==> src/rtl/gcd_iter.sv <==
// Binary (Stein) GCD coprocessor: operands arrive on a valid/ready port, the result
// and the number of CALC cycles used leave on a second valid/ready port.
module gcd_iter #(
    parameter int WIDTH = 8,
    parameter int CNT_W = $clog2(2*WIDTH+2)
) (
    input  logic             clk,
    input  logic             rst,
    input  logic             in_valid,
    output logic             in_ready,
    input  logic [WIDTH-1:0] a,
    input  logic [WIDTH-1:0] b,
    output logic             out_valid,
    input  logic             out_ready,
    output logic [WIDTH-1:0] result,
    output logic [CNT_W-1:0] cycles
);

    // k never exceeds WIDTH-1, so clog2(WIDTH) bits hold it
    localparam int K_W = (WIDTH > 2) ? $clog2(WIDTH) : 1;

    localparam logic [1:0] ST_IDLE = 2'd0;
    localparam logic [1:0] ST_CALC = 2'd1;
    localparam logic [1:0] ST_DONE = 2'd2;

    localparam logic [WIDTH-1:0] ZERO_W  = {WIDTH{1'b0}};
    localparam logic [CNT_W-1:0] ZERO_C  = {CNT_W{1'b0}};
    localparam logic [K_W-1:0]   ZERO_K  = {K_W{1'b0}};
    localparam logic [CNT_W-1:0] ONE_C   = CNT_W'(1'b1);
    localparam logic [K_W-1:0]   ONE_K   = K_W'(1'b1);

    logic [1:0]       state_q,     state_d;
    logic [WIDTH-1:0] x_q,         x_d;
    logic [WIDTH-1:0] y_q,         y_d;
    logic [K_W-1:0]   k_q,         k_d;
    logic [CNT_W-1:0] cnt_q,       cnt_d;
    logic [WIDTH-1:0] result_q,    result_d;
    logic [CNT_W-1:0] cycles_q,    cycles_d;
    logic             out_valid_q, out_valid_d;

    logic [CNT_W-1:0] cnt_inc;
    logic [WIDTH-1:0] diff_xy;
    logic [WIDTH-1:0] diff_yx;

    // Next-state logic: one Stein reduction step per CALC cycle
    always_comb begin
        state_d     = state_q;
        x_d         = x_q;
        y_d         = y_q;
        k_d         = k_q;
        cnt_d       = cnt_q;
        result_d    = result_q;
        cycles_d    = cycles_q;
        out_valid_d = out_valid_q;
        cnt_inc     = cnt_q + ONE_C;
        diff_xy     = x_q - y_q;
        diff_yx     = y_q - x_q;

        case (state_q)
            ST_IDLE: begin
                if (in_valid) begin
                    x_d     = a;
                    y_d     = b;
                    k_d     = ZERO_K;
                    cnt_d   = ZERO_C;
                    state_d = ST_CALC;
                end else begin
                    state_d = ST_IDLE;
                end
            end
            ST_CALC: begin
                cnt_d = cnt_inc;
                if (x_q == ZERO_W) begin
                    result_d    = y_q << k_q;
                    cycles_d    = cnt_inc;
                    out_valid_d = 1'b1;
                    state_d     = ST_DONE;
                end else if (y_q == ZERO_W) begin
                    result_d    = x_q << k_q;
                    cycles_d    = cnt_inc;
                    out_valid_d = 1'b1;
                    state_d     = ST_DONE;
                end else if (!x_q[0] && !y_q[0]) begin
                    x_d = x_q >> 1'b1;
                    y_d = y_q >> 1'b1;
                    k_d = k_q + ONE_K;
                end else if (!x_q[0]) begin
                    x_d = x_q >> 1'b1;
                end else if (!y_q[0]) begin
                    y_d = y_q >> 1'b1;
                end else if (x_q >= y_q) begin
                    // both odd: the difference is even, so halving it drops no bits
                    x_d = diff_xy >> 1'b1;
                end else begin
                    y_d = diff_yx >> 1'b1;
                end
            end
            ST_DONE: begin
                if (out_ready) begin
                    out_valid_d = 1'b0;
                    state_d     = ST_IDLE;
                end else begin
                    out_valid_d = 1'b1;
                end
            end
            default: begin
                out_valid_d = 1'b0;
                state_d     = ST_IDLE;
            end
        endcase
    end

    // State and datapath registers; reset aborts any operation in flight
    always_ff @(posedge clk or posedge rst) begin
        if (rst) begin
            state_q     <= ST_IDLE;
            x_q         <= ZERO_W;
            y_q         <= ZERO_W;
            k_q         <= ZERO_K;
            cnt_q       <= ZERO_C;
            result_q    <= ZERO_W;
            cycles_q    <= ZERO_C;
            out_valid_q <= 1'b0;
        end else begin
            state_q     <= state_d;
            x_q         <= x_d;
            y_q         <= y_d;
            k_q         <= k_d;
            cnt_q       <= cnt_d;
            result_q    <= result_d;
            cycles_q    <= cycles_d;
            out_valid_q <= out_valid_d;
        end
    end

    assign in_ready  = (state_q == ST_IDLE) && !rst;
    assign out_valid = out_valid_q;
    assign result    = result_q;
    assign cycles    = cycles_q;

endmodule

==> config.mk <==
export PLATFORM = sky130hd
export DESIGN_NAME = gcd_iter
export DESIGN_NICKNAME = d
export VERILOG_FILES = /design/src/rtl/gcd_iter.sv
export SDC_FILE = /design/constraint.sdc
export NUM_CORES = 1
export LEC_CHECK = 0
export CAP_MARGIN = 0
export CORE_MARGIN = 5
export CORE_UTILIZATION = 55
export DETAILED_ROUTE_END_ITERATION = 7
export PLACE_DENSITY_LB_ADDON = 0.12
export REMOVE_ABC_BUFFERS = 1
export SLEW_MARGIN = 20
export SYNTH_ARGS = -nofsm -noshare
export SYNTH_HDL_FRONTEND = slang
export SYNTH_SLANG_ARGS = --single-unit
==> constraint.sdc <==
create_clock -name clk -period 3.21 [get_ports clk]
set_input_delay 0.642 -clock clk [delete_from_list [all_inputs] [get_ports clk]]
set_output_delay 0.642 -clock clk [all_outputs]
set_load 0.005 [all_outputs]
==> results, run 1 <==
- The run finished with clean final reports.
- Summed over all layers, the global routing overflow is 0.
- Counting the buffers created by CTS gives 5.
- The count of buffering cells on the critical path with inverters included is 1.
- Static timing analysis puts the maximum clock frequency at between 0.3 and 0.4 GHz.
- In this run the critical register-to-register path is captured at y_q[7].
- The number of buffers inserted by post-CTS setup repair is 0.
- The die span in x is around 85 um.
- The type of origin of the critical path is a flip-flop.
- The floorplan has 27 rows.
- The ratio of total power to cell area is around 1100 nW/um^2.
- The portion of total power attributed to combinational logic is 0.642.
- Clock skew on the completed layout was measured at ~0.013 ns.
- The initial antenna violation count came to 0.
- The critical path is of the flip-flop to flip-flop type.
- In this run the static leakage power is 1.55 nW.
- In this run the remaining antenna-violating nets after routing total 0.
- The data required time of the critical path is between 3 and 4 ns.
- Leaving out fill and tap cells, the most frequent cell in the layout is o21ai_0.
- In this run the tightest slew margin relative to its limit is 0.607.
- Of the available clock period, the critical path in the final layout requires 0.891.
- The fraction of the core area covered by cells at the end of the flow is 0.660.
- The worst-case register-to-register setup slack is ~0.35 ns.
- Clock latency on the worst-skew pair, taken at its later pin, is about 0.30 ns.
- The total vias in the final route is about 2800.
- Entering global routing, the biggest net connects 41 pins.
- The final layout contains routed wiring with a total length of between 7000 and 8000 um.
- The path class of the tightest hold or removal check is flip-flop to flip-flop.
- The tool flagged a number of max-cap violations equal to 0.
- The top cell type by total area after synthesis is dfrtp_1.
- The count of buffers inserted at the top-level ports is 34.
- The number of primary I/O pins is 35.
- Summing all flip-flop and latch instances after layout gives 1000 sq um.
- Excluding fillers, the count of instances in the completed layout stands at roughly 470.
- By area the synthesized netlist is led by dfrtp_1 (32%), ha_1 (8.5%), o21ai_0 (7.4%).
- The congestion estimate from routability-driven global placement came to 0.980.
- The reg-to-reg startpoint is x_q[0].
- The worst IR drop on VDD is between 0.0005 and 0.0006 V.
- The area share of the largest cell type after synthesis is 0.323.
- Of all flip-flops after synthesis, the portion carrying an async set or reset was 1.00.
- The core footprint is 5470 sq um.
- The dominant delay contributor by cell family on the critical path is compound AO/OA/AOI/OAI gates.
- The worst path setup slack after routing is 0.351 ns.
- Counting every sink on the clock net gives 40.
- The switching power is approximately 2 mW.
- The worst hold path cell count is 2.
- The share of total power dissipated in sequential elements is 0.253.
- The antenna diode instance count is 0.
- The clock tree from TritonCTS is done.
- The layout has about 460 filler cells.
- The worst hold path begins at cycles[1].
- Averaged over all synthesized cells, the footprint is roughly 8.4 sq um.
- After the last flow step, the layout net total stands at ~440.
- The destination of the worst hold path is cycles[1].
- The number of hold violations in the final report is 0.
- The share of cells above drive strength 1 is 0.0672.
- The number of global-route vias before repair is 2600.
- The overall die area is approximately 7200 sq um.
- Dividing the detail-routed wire length by the instance count gives between 15 and 20 um.
- The post-CTS clock slew at the launch and capture registers of the worst setup and hold paths is about 0.080 ns.
- The first global-routing pass estimated around 13000 um of wire.
- Across every metal layer, demand over resource in global routing totals 0.218.
- The most used flip-flop cell after synthesis is dfrtp_1.
- The Yosys step of the flow raised 0 warnings.
- The number of enable flip-flop cells after synthesis is 0.
- The worst setup path is captured at a flip-flop.
- Subtracting the final worst setup slack from the clock period gives about 2.9 ns.
- The starting utilization of the core area is 0.566.
- For this run, the register share of the synthesized area comes to 0.323.
- The number of instances resized during post-cts repair is 0.
- The synthesized netlist cell count is roughly 370.
- Dividing the detail-routed via count by the number of cells gives around 5.9.
- Setup repair after global routing left no endpoint under its margin.
- The synthesis-stage register bit count is 40.
- The arrival time at the worst endpoint is 3.09 ns.
- The largest incremental delay on the critical path is ~0.50 ns.
- The count of endpoints failing setup in the final report is 0.
- Along the worst path, the maximum fanout reaches 7.
- The internal cell power is about 2.1 mW.
- The share of total power dissipated in the clock network is 0.106.
- The DRC violation count after routing is 0.
- After synthesis the cells add up to around 3100 sq um.
- The switching part of the total is 0.490.
- In this run, distinct cell masters in the synthesized netlist total between 50 and 60.
- At the placement stage, the worst setup path has a slack of 0.426 ns.
- The root buffer cell is clkbuf_8.
- The count of hold buffers inserted by post-cts repair is 0.
- The actual transition at the worst max-transition pin is 0.584 ns.
- From bottom edge to top edge, the die measures 85.0 um.
- After detailed placement, the design holds a cell count of 466.
- Traced cell by cell, the critical path runs through inv_1 -> ha_1 -> fa_1 -> nand2b_1 -> a21oi_2 -> o211ai_1 -> a21oi_1 -> or2_2 -> a22o_1.
- The violation count after the first detailed-routing iteration is approximately 200.
- The slowest stage cell on the critical path is dfrtp_1.
- The final count of pins violating max slew is 0.
- The first detailed-routing pass took 5 iterations.
- The HPWL reported at the end of detailed placement is 5840 um.
- The depth of the CTS H-tree is 2.
- The area growth from synthesis to layout is 16.8%.
- The area of the multi-input gates is 1920 sq um.
- The sum of negative setup slack is 0 ns.
- The number of buffers between clock root and the deepest sink is 2.
- Leaving out fill and tap cells, the most frequent cells in the layout are o21ai_0 (46), dfrtp_1 (40), nand2_1 (36).
- The depth of the worst register-to-register path is 9.
==> worst max-delay path by stage <==
stage,start,endpoint,slack [ns],depth (start not counted)
6_report,x_q[0],y_q[7],0.35,9
5_1_grt,x_q[0],y_q[7],0.17,9
4_1_cts,x_q[0],y_q[7],0.39,9
3_5_place_dp,x_q[0],y_q[7],0.43,9
3_3_place_gp,x_q[0],y_q[2],0.53,9
2_1_floorplan,state_q[1],x_q[1],0.42,8
==> through the flow <==
stage	area, sq um	hold WS [ns]	power, mW
2_1_floorplan	3020	0.470	2.82
3_3_place_gp	3500	0.464	3.56
3_5_place_dp	3500	0.463	3.59
4_1_cts	3610	0.485	4.03
5_1_grt	3610	0.517	4.41
6_report	3610	0.481	4.06
==> power groups by stage <==
stage                     registers [mW]  logic, mW  clock network [mW]
after global placement              1.02       2.53                   0
after floorplan                    0.939       1.88                   0
after global routing                1.06       2.89               0.458
after detailed placement            1.03       2.56                   0
after CTS                           1.02       2.57               0.436
final                               1.03       2.61               0.429
==> synthesized netlist by cell type, types with 6 or more instances <==
| library cell | number |
|---|---|
| o21ai_0 | 46 |
| dfrtp_1 | 40 |
| nand2_1 | 36 |
| nor2_1 | 34 |
| inv_1 | 27 |
| a21oi_1 | 21 |
| ha_1 | 21 |
| o31ai_1 | 12 |
| a31oi_1 | 11 |
| clkbuf_1 | 10 |
| nand2b_1 | 9 |
| mux2i_1 | 8 |
| nand3_1 | 6 |
| nor2b_1 | 6 |
| o21a_1 | 6 |
==> state kept, by name, summed over array words and instances (netlist names) <==
register / count
out_valid: 1
y_q: 8
x_q: 8
cycles: 5
result: 8
cnt_q: 5
k_q: 3
state_q: 2
==> cell type report <==
cell class                 count  area share
inverter                      27      0.0280
multi-input combinational    287       0.532
sequential                    40       0.277
clock buffer                   5      0.0190
clock inverter                 3      0.0128
tap                           72      0.0249
timing repair buffer          40       0.107
==> worst reg2reg max path: stages (launching register included) <==
cell      delay (ns)
dfrtp_1         0.50
inv_1           0.14
ha_1            0.27
fa_1            0.41
nand2b_1        0.17
a21oi_2         0.22
o211ai_1        0.21
a21oi_1         0.44
or2_2           0.27
a22o_1          0.17
==> cell families after synthesis <==
| group | after synthesis | share of synthesized area |
|---|---|---|
| xor gates and xnor gates | 8 | 0.0226 |
| and+or+nand+nor | 112 | 0.181 |
| DFF | 40 | 0.323 |
| buffers and inverters | 42 | 0.0558 |
| muxes | 11 | 0.0368 |
| adders and majority gates | 23 | 0.0978 |
| AOI/OAI and AO/OA | 133 | 0.283 |
==> per-layer routing <==
metal,GRT usage,routed length [um],vias to the layer above
li1,-,-,1397
met1,0.322,3740,1279
met2,0.328,3380,109
met3,0.0437,548,6
met4,0.0489,58,0
met5,0,0,-
No activity file was read; power rests on OpenSTA's default activity.
==> inputs of run 2 (changes only) <==
Settings changed: HOLD_SLACK_MARGIN set to 0.12.
==> results of run 2 <==
Same layout as run 1: the final DEF is identical, and so are final timing and power.
==> inputs of run 3 (changes only) <==
Settings changed: CAP_MARGIN 0 to not set, SLEW_MARGIN 20 to not set.
==> results of run 3 <==
Same layout as run 1: the final DEF is identical, and so are final timing and power.
